[src/rtl/eth_pkg.sv]
// Shared definitions for the Ethernet nibble receiver: FSM states, framing
// nibbles, error flags and CRC-32 constants.
package eth_pkg;

  typedef enum logic [2:0] {
    ST_IDLE      = 3'd0,
    ST_PREAMBLE  = 3'd1,
    ST_DATA      = 3'd2,
    ST_DROP      = 3'd3,
    ST_WAIT_IDLE = 3'd4
  } state_t;

  typedef struct packed {
    logic overflow;
    logic oversize;
    logic align;
  } err_t;

  localparam logic [3:0]  PRE_NIBBLE  = 4'h5;
  localparam logic [3:0]  SFD_NIBBLE  = 4'hD;

  localparam logic [31:0] CRC_POLY    = 32'h04C11DB7;
  localparam logic [31:0] CRC_INIT    = 32'hFFFFFFFF;
  localparam logic [31:0] CRC_RESIDUE = 32'hC704DD7B;

  // The CRC register runs LSB-first, so polynomial and residue are kept in
  // their usual MSB-first form and mirrored where they meet the register.
  function automatic logic [31:0] reflect32(input logic [31:0] v);
    logic [31:0] r;
    r = '0;
    for (int i = 0; i < 32; i++) r[i] = v[31-i];
    return r;
  endfunction

endpackage

[src/rtl/crc32_d8.sv]
// Combinational reflected CRC-32 update for one data byte.
module crc32_d8
  import eth_pkg::*;
(
  input  logic [31:0] crc,
  input  logic [7:0]  data,
  output logic [31:0] crc_next
);

  localparam logic [31:0] POLY_REFL = reflect32(CRC_POLY);

  logic [31:0] c;

  // NOTE: c gets a full default before the loop so no path leaves it unassigned
  // and no latch is inferred.
  always_comb begin
    c = crc ^ {24'd0, data};
    for (int i = 0; i < 8; i++) begin
      c = c[0] ? ((c >> 1) ^ POLY_REFL) : (c >> 1);
    end
    crc_next = c;
  end

endmodule

[src/rtl/ethernet_rx.sv]
// Ethernet receive front end: strips preamble/SFD, assembles nibbles into
// bytes, checks FCS and length, and reports per-frame status.
module ethernet_rx
  import eth_pkg::*;
#(
  parameter int MIN_LEN = 64,
  parameter int MAX_LEN = 1518,
  parameter int MIN_PRE = 7
) (
  input  logic        clk,
  input  logic        rst,
  input  logic        rx_ctrl,
  input  logic [3:0]  phy_rxd,
  input  logic        fifo_full,
  output logic [7:0]  data_out,
  output logic        data_valid,
  output logic        frame_done,
  output logic        frame_good,
  output logic [10:0] byte_count
);

  localparam logic [10:0] MIN_LEN_W = 11'(MIN_LEN);
  localparam logic [10:0] MAX_LEN_W = 11'(MAX_LEN);
  localparam logic [3:0]  MIN_PRE_W = 4'(MIN_PRE);

  logic        ctrl_q;
  logic [3:0]  rxd_q;
  state_t      state;
  logic [3:0]  pre_cnt;
  logic [3:0]  lo_q;
  logic        hi_phase;
  logic [31:0] crc_q;
  logic [31:0] crc_next;
  err_t        err;
  logic        crc_ok;
  logic        len_ok;

  // NOTE: the input stage is deliberately left out of reset so that, after a
  // mid-frame reset, WAIT_IDLE sees the real line state rather than a forced 0.
  always_ff @(posedge clk) begin
    ctrl_q <= rx_ctrl;
    rxd_q  <= phy_rxd;
  end

  crc32_d8 u_crc (
    .crc      (crc_q),
    .data     ({rxd_q, lo_q}),
    .crc_next (crc_next)
  );

  assign crc_ok = (reflect32(crc_q) == CRC_RESIDUE);
  assign len_ok = (byte_count >= MIN_LEN_W);

  // NOTE: all state here is sequential, so every assignment is non-blocking.
  always_ff @(posedge clk) begin
    if (rst) begin
      state      <= ST_WAIT_IDLE;
      data_out   <= 8'h00;
      data_valid <= 1'b0;
      frame_done <= 1'b0;
      frame_good <= 1'b0;
      byte_count <= '0;
      crc_q      <= CRC_INIT;
      err        <= '0;
      pre_cnt    <= '0;
      lo_q       <= '0;
      hi_phase   <= 1'b0;
    end else begin
      data_valid <= 1'b0;
      frame_done <= 1'b0;
      frame_good <= 1'b0;
      case (state)
        ST_IDLE: begin
          if (ctrl_q && rxd_q == PRE_NIBBLE) begin
            state   <= ST_PREAMBLE;
            pre_cnt <= 4'd1;
          end
        end
        ST_PREAMBLE: begin
          if (!ctrl_q) begin
            state <= ST_IDLE;
          end else if (rxd_q == PRE_NIBBLE) begin
            if (pre_cnt != 4'hF) pre_cnt <= pre_cnt + 4'd1;
          end else if (rxd_q == SFD_NIBBLE && pre_cnt >= MIN_PRE_W) begin
            state      <= ST_DATA;
            hi_phase   <= 1'b0;
            byte_count <= '0;
            crc_q      <= CRC_INIT;
            err        <= '0;
          end else begin
            state <= ST_WAIT_IDLE;
          end
        end
        ST_DATA: begin
          if (!ctrl_q) begin
            // hi_phase set means the last nibble was an unpaired low nibble
            frame_done <= 1'b1;
            frame_good <= crc_ok && len_ok && (err == '0) && !hi_phase;
            if (hi_phase) err.align <= 1'b1;
            state <= ST_IDLE;
          end else if (!hi_phase) begin
            lo_q     <= rxd_q;
            hi_phase <= 1'b1;
          end else begin
            hi_phase <= 1'b0;
            if (fifo_full) begin
              err.overflow <= 1'b1;
              state        <= ST_DROP;
            end else if (byte_count == MAX_LEN_W) begin
              err.oversize <= 1'b1;
              state        <= ST_DROP;
            end else begin
              data_out   <= {rxd_q, lo_q};
              data_valid <= 1'b1;
              byte_count <= byte_count + 11'd1;
              crc_q      <= crc_next;
            end
          end
        end
        ST_DROP: begin
          if (!ctrl_q) begin
            frame_done <= 1'b1;
            state      <= ST_IDLE;
          end
        end
        ST_WAIT_IDLE: begin
          if (!ctrl_q) state <= ST_IDLE;
        end
        default: state <= ST_WAIT_IDLE;
      endcase
    end
  end

endmodule

[config.mk]
export PLATFORM = sky130hd
export DESIGN_NAME = ethernet_rx
export DESIGN_NICKNAME = d
export VERILOG_FILES = /design/src/rtl/eth_pkg.sv /design/src/rtl/crc32_d8.sv /design/src/rtl/ethernet_rx.sv
export SDC_FILE = /design/constraint.sdc
export NUM_CORES = 1
export LEC_CHECK = 0
export CORE_ASPECT_RATIO = 0.9
export CORE_MARGIN = 2
export CORE_UTILIZATION = 53
export CTS_CLUSTER_SIZE = 40
export DETAILED_ROUTE_END_ITERATION = 10
export GPL_ROUTABILITY_DRIVEN = 1
export PLACE_DENSITY = 0.76
export SLEW_MARGIN = 20
export SYNTH_ARGS = -nofsm -noshare
export SYNTH_HDL_FRONTEND = slang
export SYNTH_HIERARCHICAL = 1
export SYNTH_SLANG_ARGS = --single-unit
[constraint.sdc]
create_clock -name clk -period 1.75 [get_ports clk]
set_input_delay 0.4375 -clock clk [delete_from_list [all_inputs] [get_ports clk]]
set_output_delay 0.4375 -clock clk [all_outputs]
set_load 0.01 [all_outputs]
==> results.ini <==
[global_routing]
grt_max_degree = 33
grt.overflow.total = 0
grt_usage_pct = 26.66
use_met3_pct = 3.565
grt_pass1_vias = 3380
grt-busiest-layer = met2
grt_pass1_wl_um = 17010
antenna_found_initial = 0
grt_util_met1_pct = 38.32
met2_usage_pct = 41.64

[placed_design]
placed_cells = 620
port_buffers = 29
gp_congestion = 0.9292
hpwl_um = 7573
pre_cts_slack_ps = -483.0

[final_layout]
multiInputGateArea_um2 = 2639
drive_gt1_share_pct = 31.63
area_growth_pct = 37.25
finish.utilization_pct = 74.12
final_cells = 643
diodes = 0
seq_area_um2 = 1514
nets = 554
fillers = 522

[drt]
ant_nets = 0
vias = 3600
drt-pass1-iter-count = 6
wl_um = 10820
viasPerCell = 5.599
drtIter0Drc = 306
routedWlPerCell_um = 16.83
drc = 0

[cts]
postCtsHoldBufs = 0
insertion_delay_ps = 340
cts_buffer_depth = 2
htree_levels = 3
cts_sinks = 74
cts_made_buffers = 9
path_clk_slew_ps = 90
cts_tree = built
clock-root-buffer = clkbuf_8

[run_status]
violations = setup timing
status = finished, violations left

[yosys]
synth_seq_cells = 74
yosys.area.top_type_share_pct = 36.91
synthesis.nets = 445
synth_ff_type = dfxtp_1
yosysMostFrequentCell = nand2_1
ys.warnings.count = 6
synth.largest_area_cell = dfxtp_1
synthTopCellsByCount = nand2_1 (78), dfxtp_1 (74), a21oi_1 (46)
synth_cell_types = 59
syn_inst = 433
synth-seq-area-share_pct = 36.91
syn_area_um2 = 4014
synth-edff-count = 0
ys_async_sr_fraction_pct = 0
synthTopCellsByArea = dfxtp_1 (37%), nand2_1 (7.3%), xnor2_1 (6.8%)
postSynthAreaPerCell_um2 = 9.270

[worst_setup_path]
startpoint_type = register
worstSetupPathType = register to register
r2r_end = byte_count[10]
slowest_delay_ps = 360
crit_fanout = 7
startpoint = pre_cnt[1]
worstPathRequired_ps = 2020
cp_cell_sequence = ha_2 -> a21o_1 -> nand3_2 -> a22o_4 -> buf_6 -> or3_4 -> a21oi_2
worstPathBufferInverterCount = 1
reg2reg_depth = 7
worst-r2r-setup-slack_ps = -60
crit_arrival_ps = 2090
cp-end-kind = register
cp_slowest_cell = or3_4
path_delay_family = compound AO/OA/AOI/OAI gates
r2r_start = pre_cnt[1]

[floorplanning]
die_h_um = 86.56
row_count = 30
io_pins = 30
dieWidth_um = 95.73
initial_core_util_pct = 54.01
core_area_um2 = 7432
die-area_um2 = 8286

[min_path]
min_to = crc_q[18]
min_from = crc_q[18]
min_path_type = register to register
holdPathStages = 2

[pwr]
peakVddDrop_v = 0.0005386
power.total_mw = 3.415
power_density_nw_per_um2 = 620.0
power.leakage_nw = 2.473

[timing]
rsz0062_at_grt = yes
finalHoldViolCount = 0
fin_crit_ps = 1815
fin_ws_ps = -64.89
slew_violations = 0
max_freq_mhz = 551.0
period_share_pct = 103.7
setup_viol = 20
relSlewSlack_pct = 71.79
finClkSkew_ps = 10.59
tightest_slew_ps = 417.2

[run]
drv_cap = 0

## routing by layer
metal | vias to the layer above | wire length, um
met3 | 14 | 616
met2 | 143 | 5147
li1 | 1725 | -
met1 | 1718 | 4920
met4 | 0 | 138
met5 | - | 0
## repair_timing
item	in CTS	in global routing
buffers inserted	1	5
pin swaps	5	9
endpoints found under the setup margin	62	61
cloned	0	1
gates resized for setup	30	37
## cell families after synthesis
logic type / after synthesis / share of synthesized area, %
compound gates: 85 / 12.44
xor+xnor: 67 / 23.16
fa+ha+maj: 4 / 1.247
buf+inv: 29 / 3.211
flops: 74 / 36.91
mux: 12 / 2.993
simple gates: 162 / 20.04
## stage by stage
step                cell area, um2  TNS (ps)  hold WS [ps]
finish                        5509    -326.6         478.7
global route                  5509     -5427         503.8
CTS                           5338    -121.3         470.4
detailed placement            5066    -16970         456.8
global placement              5066    -14800         450.9
floorplan                     4101         0         426.9
## layout make-up
| type | instances | share of cell area [%] |
|---|---|---|
| multi-input combinational | 330 | 47.90 |
| sequential | 74 | 27.48 |
| timing repair buffer | 120 | 18.35 |
| clock buffer | 9 | 2.248 |
| tap | 96 | 2.180 |
| clock inverter | 7 | 1.363 |
| inverter | 7 | 0.4769 |
## worst max path at each step
stage                      to  slack, ps  cells after the start
2_1_floorplan        crc_q[5]          7                      7
3_3_place_gp    byte_count[7]       -390                      7
3_5_place_dp   byte_count[10]       -480                      7
4_1_cts        byte_count[10]        -50                      7
5_1_grt             crc_q[12]       -170                      9
6_report       byte_count[10]        -60                      7
## tightest hold or removal path, delay by kind of cell (launching register included)
family,cells,cell delay [ps]
flip-flops,1,340
AND/OR/NAND/NOR,2,100
## sequential cells by signal, indices dropped and copies added, names as in the netlist, 3 cells and up
signal / flops
lo_q: 4
crc_q: 32
state: 3
data_out: 8
err: 3
pre_cnt: 4
byte_count: 11
rxd_q: 4
## cell usage in the layout, fill, tap and decap left out, types with 4 or more instances in the layout
cell	n
dfxtp_4	7
xnor2_2	6
and2_1	4
inv_1	6
a21oi_1	38
mux2i_1	12
nand4_1	5
dfxtp_1	62
o21ai_0	9
nand3_1	5
dfxtp_2	5
nand4b_1	5
xor2_1	8
nor3_1	9
nor2_1	20
dlygate4sd2_1	11
buf_4	82
clkbuf_8	9
or3_1	4
a21oi_2	8
xnor2_1	28
buf_6	7
xnor2_4	5
clkdlybuf4s50_1	18
xnor3_1	10
xor3_1	5
nand2_1	78
## report_power, final
part / leakage (nW) / internal (mW) / switching [mW]
combinational: 1.77 / 0.193 / 0.157
sequential: 0.604 / 1.68 / 0.0190
clock: 0.101 / 0.670 / 0.693
total: 2.47 / 2.55 / 0.869
Note: power is estimated with default switching activity, not from simulation.
